$ cat src/rtl/program_loader.sv
// Byte-stream bootloader: length-prefixed stream -> big-endian 32-bit words written to program memory.
// Optional trailing XOR checksum byte enabled by defining PROGRAM_LOADER_CHECKSUM_EN.
module program_loader #(
    parameter int          ADR_W    = 16,
    parameter logic [31:0] BASE_ADR = 32'd0
) (
    input  logic        clk,
    input  logic        rst_n,
    input  logic        start,
    input  logic        abort,
    input  logic        in_valid,
    input  logic [0:7]  in_data,
    output logic        in_ready,
    output logic        wr_en,
    output logic [0:31] wr_adr,
    output logic [0:31] wr_data,
    output logic        busy,
    output logic        cpu_hold,
    output logic        done,
    output logic        error
);

    typedef enum logic [2:0] {
        S_IDLE,
        S_LEN_HI,
        S_LEN_LO,
        S_DATA,
        S_WRITE,
        S_DONE
`ifdef PROGRAM_LOADER_CHECKSUM_EN
        , S_CHK
`endif
    } state_t;

`ifdef PROGRAM_LOADER_CHECKSUM_EN
    localparam state_t S_TAIL = S_CHK;
`else
    localparam state_t S_TAIL = S_DONE;
`endif

    state_t             r_state;
    state_t             w_state_nxt;
    logic [15:0]        r_len;
    logic [15:0]        r_cnt;
    logic [ADR_W-1:0]   r_idx;
    logic [1:0]         r_bcnt;
    logic [23:0]        r_shift;
    logic [0:31]        r_adr;
    logic [0:31]        r_wdata;
    logic               r_error;
`ifdef PROGRAM_LOADER_CHECKSUM_EN
    logic [7:0]         r_chk;
`endif

    logic               w_take;
    logic               w_last;
    logic [15:0]        w_len_rx;
    logic [ADR_W-1:0]   w_adr_sum;

    // A byte offered during abort is never consumed by the datapath.
    assign w_take    = in_valid && !abort;
    assign w_last    = (r_cnt == r_len - 16'd1);
    assign w_len_rx  = {r_len[15:8], in_data};
    assign w_adr_sum = ADR_W'(BASE_ADR) + r_idx;

    assign busy     = (r_state != S_IDLE) && (r_state != S_DONE);
    assign cpu_hold = busy;
    assign done     = (r_state == S_DONE);
    assign error    = r_error;
    assign wr_adr   = r_adr;
    assign wr_data  = r_wdata;

    always_comb begin
        in_ready = 1'b0;
        case (r_state)
            S_LEN_HI, S_LEN_LO, S_DATA: in_ready = 1'b1;
`ifdef PROGRAM_LOADER_CHECKSUM_EN
            S_CHK:                      in_ready = 1'b1;
`endif
            default:                    in_ready = 1'b0;
        endcase
    end

    always_ff @(posedge clk or negedge rst_n) begin
        if (!rst_n) begin
            r_state <= S_IDLE;
        end else begin
            r_state <= w_state_nxt;
        end
    end

    always_comb begin
        w_state_nxt = r_state;
        wr_en       = 1'b0;
        case (r_state)
            S_IDLE: begin
                if (start && !abort) w_state_nxt = S_LEN_HI;
            end
            S_LEN_HI: begin
                if (w_take) w_state_nxt = S_LEN_LO;
            end
            S_LEN_LO: begin
                if (w_take) w_state_nxt = (w_len_rx == 16'd0) ? S_TAIL : S_DATA;
            end
            S_DATA: begin
                if (w_take && r_bcnt == 2'd3) w_state_nxt = S_WRITE;
            end
            S_WRITE: begin
                wr_en       = !abort;
                w_state_nxt = w_last ? S_TAIL : S_DATA;
            end
`ifdef PROGRAM_LOADER_CHECKSUM_EN
            S_CHK: begin
                if (w_take) w_state_nxt = S_DONE;
            end
`endif
            S_DONE: begin
                w_state_nxt = S_IDLE;
            end
            default: begin
                w_state_nxt = S_IDLE;
            end
        endcase
        if (abort && busy) w_state_nxt = S_DONE;
    end

    always_ff @(posedge clk or negedge rst_n) begin
        if (!rst_n) begin
            r_len   <= '0;
            r_cnt   <= '0;
            r_idx   <= '0;
            r_bcnt  <= '0;
            r_shift <= '0;
            r_adr   <= '0;
            r_wdata <= '0;
            r_error <= 1'b0;
`ifdef PROGRAM_LOADER_CHECKSUM_EN
            r_chk   <= '0;
`endif
        end else begin
            case (r_state)
                S_IDLE: begin
                    if (start && !abort) begin
                        r_len   <= '0;
                        r_cnt   <= '0;
                        r_idx   <= '0;
                        r_bcnt  <= '0;
                        r_error <= 1'b0;
`ifdef PROGRAM_LOADER_CHECKSUM_EN
                        r_chk   <= '0;
`endif
                    end
                end
                S_LEN_HI: begin
                    if (w_take) begin
                        r_len[15:8] <= in_data;
`ifdef PROGRAM_LOADER_CHECKSUM_EN
                        r_chk       <= r_chk ^ in_data;
`endif
                    end
                end
                S_LEN_LO: begin
                    if (w_take) begin
                        r_len[7:0] <= in_data;
`ifdef PROGRAM_LOADER_CHECKSUM_EN
                        r_chk      <= r_chk ^ in_data;
`endif
                    end
                end
                S_DATA: begin
                    if (w_take) begin
                        r_shift <= {r_shift[15:0], in_data};
                        r_bcnt  <= r_bcnt + 2'd1;
`ifdef PROGRAM_LOADER_CHECKSUM_EN
                        r_chk   <= r_chk ^ in_data;
`endif
                        // Output word/address only change here, so they stay stable outside WRITE.
                        if (r_bcnt == 2'd3) begin
                            r_wdata <= {r_shift, in_data};
                            r_adr   <= 32'(w_adr_sum);
                        end
                    end
                end
                S_WRITE: begin
                    if (!abort) begin
                        r_idx <= r_idx + ADR_W'(1);
                        r_cnt <= r_cnt + 16'd1;
                    end
                end
`ifdef PROGRAM_LOADER_CHECKSUM_EN
                S_CHK: begin
                    if (w_take && (in_data != r_chk)) r_error <= 1'b1;
                end
`endif
                default: begin
                end
            endcase
            if (abort && busy) r_error <= 1'b1;
        end
    end

endmodule

$ cat config.mk
export PLATFORM = sky130hd
export DESIGN_NAME = program_loader
export DESIGN_NICKNAME = d
export VERILOG_FILES = /design/src/rtl/program_loader.sv
export SDC_FILE = /design/constraint.sdc
export NUM_CORES = 1
export LEC_CHECK = 0
export BUFFER_PORTS_ARGS = -buffer_cell sky130_fd_sc_hd__buf_2
export CORE_MARGIN = 5
export CORE_UTILIZATION = 60
export CTS_CLUSTER_SIZE = 14
export DETAILED_ROUTE_END_ITERATION = 12
export HOLD_SLACK_MARGIN = 0.1
export PLACE_DENSITY = 0.83
export REMOVE_ABC_BUFFERS = 1
export SETUP_SLACK_MARGIN = 0.05
export SLEW_MARGIN = 20
export SYNTH_ARGS = -nofsm -noshare
export SYNTH_HDL_FRONTEND = slang
export SYNTH_SLANG_ARGS = --single-unit
export TNS_END_PERCENT = 5
$ cat constraint.sdc
create_clock -name clk -period 6.33 [get_ports clk]
set_clock_uncertainty 0.1 [all_clocks]
set_input_delay 0.633 -clock clk [delete_from_list [all_inputs] [get_ports clk]]
set_output_delay 0.633 -clock clk [all_outputs]
set_load 0.1 [all_outputs]
Word level (Yosys, flattened, before mapping)
Cells that the tools add are included.
{"block": "word_totals", "word_cells": 79, "mem_bits_ro": 0, "n_memories": 0, "register_bits": 126, "ram_bits": 0, "latch_bits": 0}
{"block": "op_classes", "muxes": 24, "mul": 0, "shifts": 0, "n_bitwise": 0, "reduce_logical": 24, "eq_ne": 17, "add_sub_neg": 4, "order_cmp": 0, "n_div": 0}
{"operator": "16-bit one-hot mux with 2 select lines", "n": 2}
{"operator": "16-bit 2-to-1 mux", "n": 3}
{"operator": "16-bit by 1-bit adder with 16-bit output, second input constant", "n": 2}
{"operator": "8-bit one-hot mux with 2 select lines", "n": 2}
{"operator": "3-bit 2-to-1 mux", "n": 7}
{"operator": "16-bit == test", "n": 1}
{"operator": "16-bit logical NOT", "n": 1}
{"operator": "16-bit by 1-bit subtractor with 16-bit output, second input constant", "n": 1}
{"operator": "3-bit != test, second input constant", "n": 5}
{"operator": "3-bit one-hot mux with 5 select lines", "n": 1}
{"operator": "3-bit AND reduction", "n": 5}
{"operator": "2-bit nonzero test", "n": 6}
{"operator": "2-bit != test, second input constant", "n": 5}
{"operator": "8-bit 2-to-1 mux", "n": 1}
{"operator": "3-bit by 2-bit == test with 1-bit output, second input constant", "n": 2}
{"operator": "3-bit == test, second input constant", "n": 2}
{"operator": "1-bit logical AND", "n": 5}
{"operator": "1-bit 2-to-1 mux", "n": 5}
{"operator": "2-bit 2-to-1 mux", "n": 2}
{"operator": "2-bit one-hot mux with 2 select lines", "n": 1}
{"operator": "2-bit AND reduction", "n": 2}
{"operator": "4-bit AND reduction", "n": 1}
{"operator": "3-bit by 1-bit == test with 1-bit output, second input constant", "n": 1}
{"operator": "3-bit logical NOT", "n": 1}
{"operator": "other kinds (5)", "n": 5}

Longest topological paths before layout
Gate-level depths: netlist (run 1).
{"block": "logic_depth", "ltp_word": 6, "ltp_mapped": 8, "mapped_depth_nobuf": 8}

Least setup slack after synthesis (run 1)
OpenSTA, ideal clock, no wires.
{"block": "synth_path", "path_type": "reg-to-output", "start": "register r_state[2]", "end": "output port cpu_hold", "required_ns": 5.597, "path_buffers": 3, "arrival_ns": 2.024, "path_stages_with_launch": 6, "path_slack_ns": 3.573, "cell_sequence": "dfrtp_1 clkbuf_1 clkbuf_1 xnor2_1 nand2_1 buf_4"}
{"block": "synth_via", "elab_chain_cells": 2}
{"item": "start: declaration", "line": "41", "source": "state_t r_state;"}
{"item": "start signal: assignment", "line": "88", "source": "r_state <= w_state_nxt;"}
{"item": "3-bit != test / 3-bit nonzero test (equally long branches)", "line": "66", "source": "assign busy = (r_state != S_IDLE) && (r_state != S_DONE);"}
{"item": "1-bit logical AND *", "line": "66"}
{"item": "end: declaration", "line": "18", "source": "output logic cpu_hold,"}
Mark *: on every way between the ends. The rest lies on a longest branch, timed or not.

Final worst setup path (run 1)
{"block": "layout_path", "start": "register r_state[0]", "end": "output port wr_en"}
{"block": "layout_via", "elab_chain_cells": 2}
{"item": "3-bit == test", "line": "95", "source": "case (r_state)"}
{"item": "1-bit 2-to-1 mux", "line": "95"}
{"item": "end: declaration", "line": "14", "source": "output logic wr_en,"}
No other way between the ends.

==> impl_metrics.yaml, run 1 <==
run_status:
  outcome: "complete, no violations"
critical_path:
  critPathSlowestCell: "dfrtp_1"
  timing.rr.end: "r_state[1]"
  critPathRequiredTime_ns: 5.60
  reg2reg_from: "r_len[3]"
  cpPeakStageDelay_ns: 0.56
  reg2reg_setup_slack_ns: 3.56
  critPathKind: "reg2out"
  arrival_ns: 2.45
  crit_fanout: 16
  cp-end-kind: "output port"
  path_cells: "nor3_1 > nand2_1 > inv_1 > buf_2"
  r2r_cells: 6
  cp-start-kind: "flop"
  cpLargestDelayFamily: "buffers and inverters"
  path_buf_inv: 2
timing:
  setup_viol: 0
  period_share: 0.5031
  fmax_mhz: 314.0
  fin_tns_setup_ns: 0
  whs_ns: 0.3220
  rsz0062_at_grt: "false"
  hold_viol: 0
  relSlewSlack: 0.3542
  min_period_ns: 3.185
  final_max_slew_viol_count: 0
  worst_pin_slew_ns: 0.9607
  final.setup.worst_slack_ns: 3.145
floorplanning:
  num_rows: 36
  ios: 83
  die_width_microns: 108.5
  initial_core_util: 0.6042
  chipHeight_microns: 108.5
  core_sq_um: 9639
  die-area_sq_um: 11780
logic_synthesis:
  ys_seq_elements: 126
  yosysWarnings: 0
  synth_edf_count: 0
  synthArstFlopShare: 1.000
  syn_inst: 492
  seq_area_frac_synth: 0.5414
  synth_cell_types: 49
  synth_area_sq_um: 5824
  ys.flop_type: "dfrtp_1"
  syn_area_per_cell_sq_um: 11.84
cts:
  cts-buffers-inserted: 17
  cts.htree.levels: 4
  cts_buffer_depth: 2
  ctsHoldBuffers: 1
  cts_setup_buffers: 0
  path_clk_slew_ns: 0.06
  cts_tree: "yes"
  clock_latency_ns: 0.51
  clkSinkCount: 126
  cts_resized: 0
  cts_root_buf: "clkbuf_8"
finish:
  insertedDiodeCount: 0
  drive_above_1_share: 0.3141
  final_cell_mix: "dfrtp_1 (126), mux2_2 (74), buf_2 (65)"
  area_delta_synth_final_pct: 17.12
  n_fill_cell: 676
  seq_area_sq_um: 3153
  nets: 578
  multiInputGateArea_sq_um: 2496
  final_common_cell: "dfrtp_1"
  utilization: 0.7077
drt:
  drt.antenna.violating_nets: 0
  wl_mm: 12.39
  avgViaCountPerCell: 5.809
  drtIter0Drc: 268
  wire_per_inst_microns: 17.55
  vias: 4101
  drc: 0
  first_pass_iters: 5
grt:
  grt_pass1_vias: 4165
  antenna_found_initial: 0
  grt_max_degree: 75
  grt_pass1_wl_mm: 20.80
  grt_usage: 0.2267
  grt_overflow: 0
placed_design:
  port_buffers: 66
  gp_routability_congestion: 0.8796
  place_ws_ns: 3.311
  dp_hpwl_mm: 8.177
min_path:
  hp-class: "in2reg"
  holdPathEnd: "r_len[15]"
  hp-start: "in_data[0]"
  min_path_cells: 2
power_and_ir_drop:
  power_density_nw_per_um2: 448.7
  ir_drop_mv: 0.2674
  leakage_nw: 3.482
flow_run:
  max_cap_violations: 0
synthesized netlist by cell type (2+ instances only):
cell / instances / share of area
nand3_1: 9 / 0.0077
o21ai_0: 15 / 0.013
a31oi_1: 2 / 0.0021
nor4_1: 8 / 0.0086
clkbuf_1: 16 / 0.010
ha_1: 4 / 0.0086
or3_1: 11 / 0.012
a211oi_1: 2 / 0.0026
and3_1: 6 / 0.0064
nor3_1: 10 / 0.0086
dfrtp_1: 126 / 0.54
a22o_1: 19 / 0.029
nor2_1: 37 / 0.024
and4_1: 6 / 0.0090
or4_1: 3 / 0.0039
nor2b_1: 5 / 0.0054
inv_1: 11 / 0.0071
a21oi_1: 12 / 0.010
mux2_2: 74 / 0.14
nand2_1: 21 / 0.014
o31ai_1: 2 / 0.0026
xor2_1: 27 / 0.041
nand4_1: 7 / 0.0075
buf_4: 17 / 0.022
xnor2_1: 14 / 0.021
nand2b_1: 3 / 0.0032
buf_1: 2 / 0.0013
and3b_1: 2 / 0.0030
worst reg2reg max path, stage by stage (launching register included):
cell and delay, ns:
dfrtp_1 0.46, or4_1 0.65, or3_1 0.40, o31ai_1 0.24, nand4_1 0.15, a2111oi_2 0.50, o21ai_0 0.14
registers in the layout (all words and copies together), names as in the netlist:
name / cells
r_len: 16
r_bcnt: 2
r_idx: 16
r_cnt: 16
r_shift: 24
wr_adr: 16
wr_data: 32
error: 1
r_state: 3
layout make-up:
cell class	instances	area share
clock buffers	19	0.06328
clock inverters	12	0.02348
inverters	11	0.006053
multi-input cells	334	0.3659
flip-flops and latches	126	0.4622
well taps	133	0.02439
repair buffers	71	0.05466
layer usage:
metal | vias up | part of all wire | global-route usage
met3 | 22 | 0.067 | 0.05254
met2 | 172 | 0.52 | 0.3729
met1 | 2041 | 0.40 | 0.2918
li1 | 1866 | - | -
met4 | 0 | 0.016 | 0.08837
met5 | - | 0 | 0
through the flow:
stage / area, sq um / power (mW) / instances
global route: 6822 / 3.220 / 706
finish: 6822 / 3.060 / 706
CTS: 6817 / 3.063 / 706
global placement: 6215 / 2.039 / 674
floorplan: 5680 / 1.873 / 471
detailed placement: 6215 / 2.081 / 674
cell families (layout without fill, tap and decap cells):
logic type	count (synthesis)	after routing	synth area share
AO/OA/AOI/OAI	61	61	0.07304
adder cells (fa/ha/maj)	4	4	0.008593
XOR/XNOR	41	41	0.06166
buffers and inverters	47	113	0.04146
flip-flops	126	126	0.5414
other	1	16	0.0006439
multiplexers	75	75	0.1448
AND/OR/NAND/NOR	137	137	0.1285
how the worst max path moves through the flow:
| stage | to | startpoint | slack (ns) | depth (start not counted) |
|---|---|---|---|---|
| 2_1_floorplan | wr_adr[16] | abort | 2.42 | 5 |
| 3_3_place_gp | wr_data[16] | abort | 3.42 | 7 |
| 3_5_place_dp | wr_data[27] | abort | 3.31 | 7 |
| 4_1_cts | wr_en | r_state[0] | 3.16 | 4 |
| 5_1_grt | wr_en | r_state[0] | 2.99 | 4 |
| 6_report | wr_en | r_state[0] | 3.15 | 4 |
where the power goes:
part | internal, mW | switching [mW]
clock network | 0.611 | 0.356
logic | 0.352 | 0.598
registers | 0.956 | 0.188
Note: power is estimated with default switching activity, not from simulation.
==> run 2: changes to the inputs <==
--- a/config.mk
+++ b/config.mk
@@ -7,11 +7,11 @@
 export LEC_CHECK = 0
 export BUFFER_PORTS_ARGS = -buffer_cell sky130_fd_sc_hd__buf_2
 export CORE_MARGIN = 5
-export CORE_UTILIZATION = 60
+export CORE_UTILIZATION = 52
 export CTS_CLUSTER_SIZE = 14
 export DETAILED_ROUTE_END_ITERATION = 12
 export HOLD_SLACK_MARGIN = 0.1
-export PLACE_DENSITY = 0.83
+export PLACE_DENSITY = 0.76
 export REMOVE_ABC_BUFFERS = 1
 export SETUP_SLACK_MARGIN = 0.05
 export SLEW_MARGIN = 20
==> constraint.sdc (replaced) <==
create_clock -name clk -period 2.73 [get_ports clk]
set_clock_uncertainty 0.1 [all_clocks]
set_input_delay 0.273 -clock clk [delete_from_list [all_inputs] [get_ports clk]]
set_output_delay 0.273 -clock clk [all_outputs]
set_load 0.1 [all_outputs]
==> run 2 against run 1 <==
Effect of this change:
- routed wire length is 0.84% higher
- global-route usage is 2.8 points lower
- first-iteration DRC count is 26% higher
- final area is 2.3% higher
- worst setup slack worse by 3.0 ns
- sequential power is 130% higher
- worst hold slack worse by 0.13 ns
==> impl_metrics.yaml, run 2 (synthesis results as in run 1) <==
finish:
  final_area_sq_um: 6978
  utilization: 0.6409
  nets: 596
  insertedDiodeCount: 0
  final_cell_mix: "dfrtp_1 (126), mux2_2 (74), buf_2 (64)"
  largest_reg_flops: 32
  area_delta_synth_final_pct: 19.81
  n_fill_cell: 822
  drive_above_1_share: 0.3226
  final_cells: 732
  final_common_cell: "dfrtp_1"
timing:
  relSlewSlack: 0.6085
  worst_pin_slew_ns: 0.5873
  min_period_ns: 2.560
  rsz0062_at_grt: "true"
  final_max_slew_viol_count: 0
  setup_viol: 0
  hold_viol: 0
  fmax_mhz: 390.7
  period_share: 0.9376
power_and_ir_drop:
  power_density_nw_per_um2: 998.3
  leakage_nw: 3.545
  ir_drop_mv: 1.116
cts:
  path_clk_slew_ns: 0.06
  cts_buffer_depth: 2
  clock_latency_ns: 0.52
  cts_tree: "yes"
  cts_root_buf: "clkbuf_8"
  cts_setup_buffers: 0
  cts-buffers-inserted: 17
  clkSinkCount: 126
  cts.htree.levels: 4
drt:
  wire_per_inst_microns: 17.07
  drt.antenna.violating_nets: 0
  drc: 0
  drtIter0Drc: 339
  first_pass_iters: 4
  vias: 4122
  wl_mm: 12.49
  avgViaCountPerCell: 5.631
grt:
  antenna_found_initial: 0
  grt_max_degree: 45
  grt_usage: 0.1988
  grt_pass1_wl_mm: 20.96
  grt_overflow: 0
  grt_pass1_vias: 4229
placed_design:
  placed_cell_area_sq_um: 6316
  port_buffers: 66
  gp_routability_congestion: 0.8882
  dp_hpwl_mm: 8.431
  placed_cells: 690
critical_path:
  critPathRequiredTime_ns: 3.09
  arrival_ns: 2.92
  cp-end-kind: "flop"
  critPathKind: "reg2reg"
  crit_fanout: 6
  cp-start-kind: "flop"
floorplanning:
  core_sq_um: 10890
  chipHeight_microns: 115.8
  ios: 83
  die-area_sq_um: 13420
  num_rows: 38
  die_width_microns: 115.8
  initial_core_util: 0.5349
flow_run:
  max_cap_violations: 0
run_status:
  outcome: "complete, no violations"
min_path:
  hp-class: "in2async"
-- run 2: cell types whose count changed in the layout (fill, tap and decap cells not counted), sizes merged, moves of 2 or more --
cell | previous run | this run
buf | 70 | 78
clkinv | 2 | 5
inv | 14 | 16
bufinv | 3 | 0
dlygate4sd3 | 1 | 10
-- run 2: power breakdown --
group	total, mW	switching (mW)	internal, mW	leakage (nW)
sequential	2.59	0.378	2.22	1.71
clock	2.05	0.870	1.18	0.264
combinational	2.32	1.46	0.864	1.57
-- run 2: worst paths after layout --
path	slack [ns]	to	start	depth (start not counted)
worst max-delay path	0.17	r_state[2]	r_len[4]	6
worst min-delay path	0.19	r_cnt[3]	rst_n	2
worst max register to register	0.17	r_state[2]	r_len[4]	6
worst min register to register	0.40	error	error	1
max in group asynchronous	1.48	r_len[8]	rst_n	3
min in group clk	0.20	r_state[1]	in_valid	6
-- run 2: timing repair --
item,4_1_cts,5_1_grt
hold buffers,10,0
resized for setup,0,2
hold endpoints to repair,73,0
endpoints found under the setup margin,0,3
-- run 2: metrics by stage --
step	hold slack, ns	setup TNS (ns)	total power [mW]	worst slack, ns
5_1_grt	0.2367	0	7.338	0.01577
6_report	0.1919	0	6.966	0.1704
3_5_place_dp	0.2091	0	4.861	0.1590
3_3_place_gp	0.1926	0	4.802	0.2688
4_1_cts	0.1719	0	6.974	0.1072
2_1_floorplan	-0.1226	-56.14	4.337	-1.170
-- run 2: worst max-delay path, stage by stage, from the launching register on --
cell and delay (ns):
dfrtp_1 0.44, or4_1 0.62, or3_1 0.41, nor3_1 0.19, nand3_1 0.16, a2111oi_4 0.41
a31o_1 0.18
-- run 2: layout make-up --
| type | count | area (sq um) | share of cell area |
|---|---|---|---|
| clock buffer | 19 | 441.7 | 0.06330 |
| clock inverter | 13 | 105.1 | 0.01506 |
| inverter | 11 | 41.29 | 0.005917 |
| multi-input combinational | 334 | 2504 | 0.3588 |
| sequential | 126 | 3153 | 0.4519 |
| tap | 140 | 175.2 | 0.02510 |
| timing repair buffer | 89 | 558.0 | 0.07997 |
-- run 2: metal layers --
metal,global-route usage,part of all wire
met1,0.2699,0.43
met2,0.3195,0.48
met3,0.05117,0.070
met4,0.05568,0.012
met5,0,0
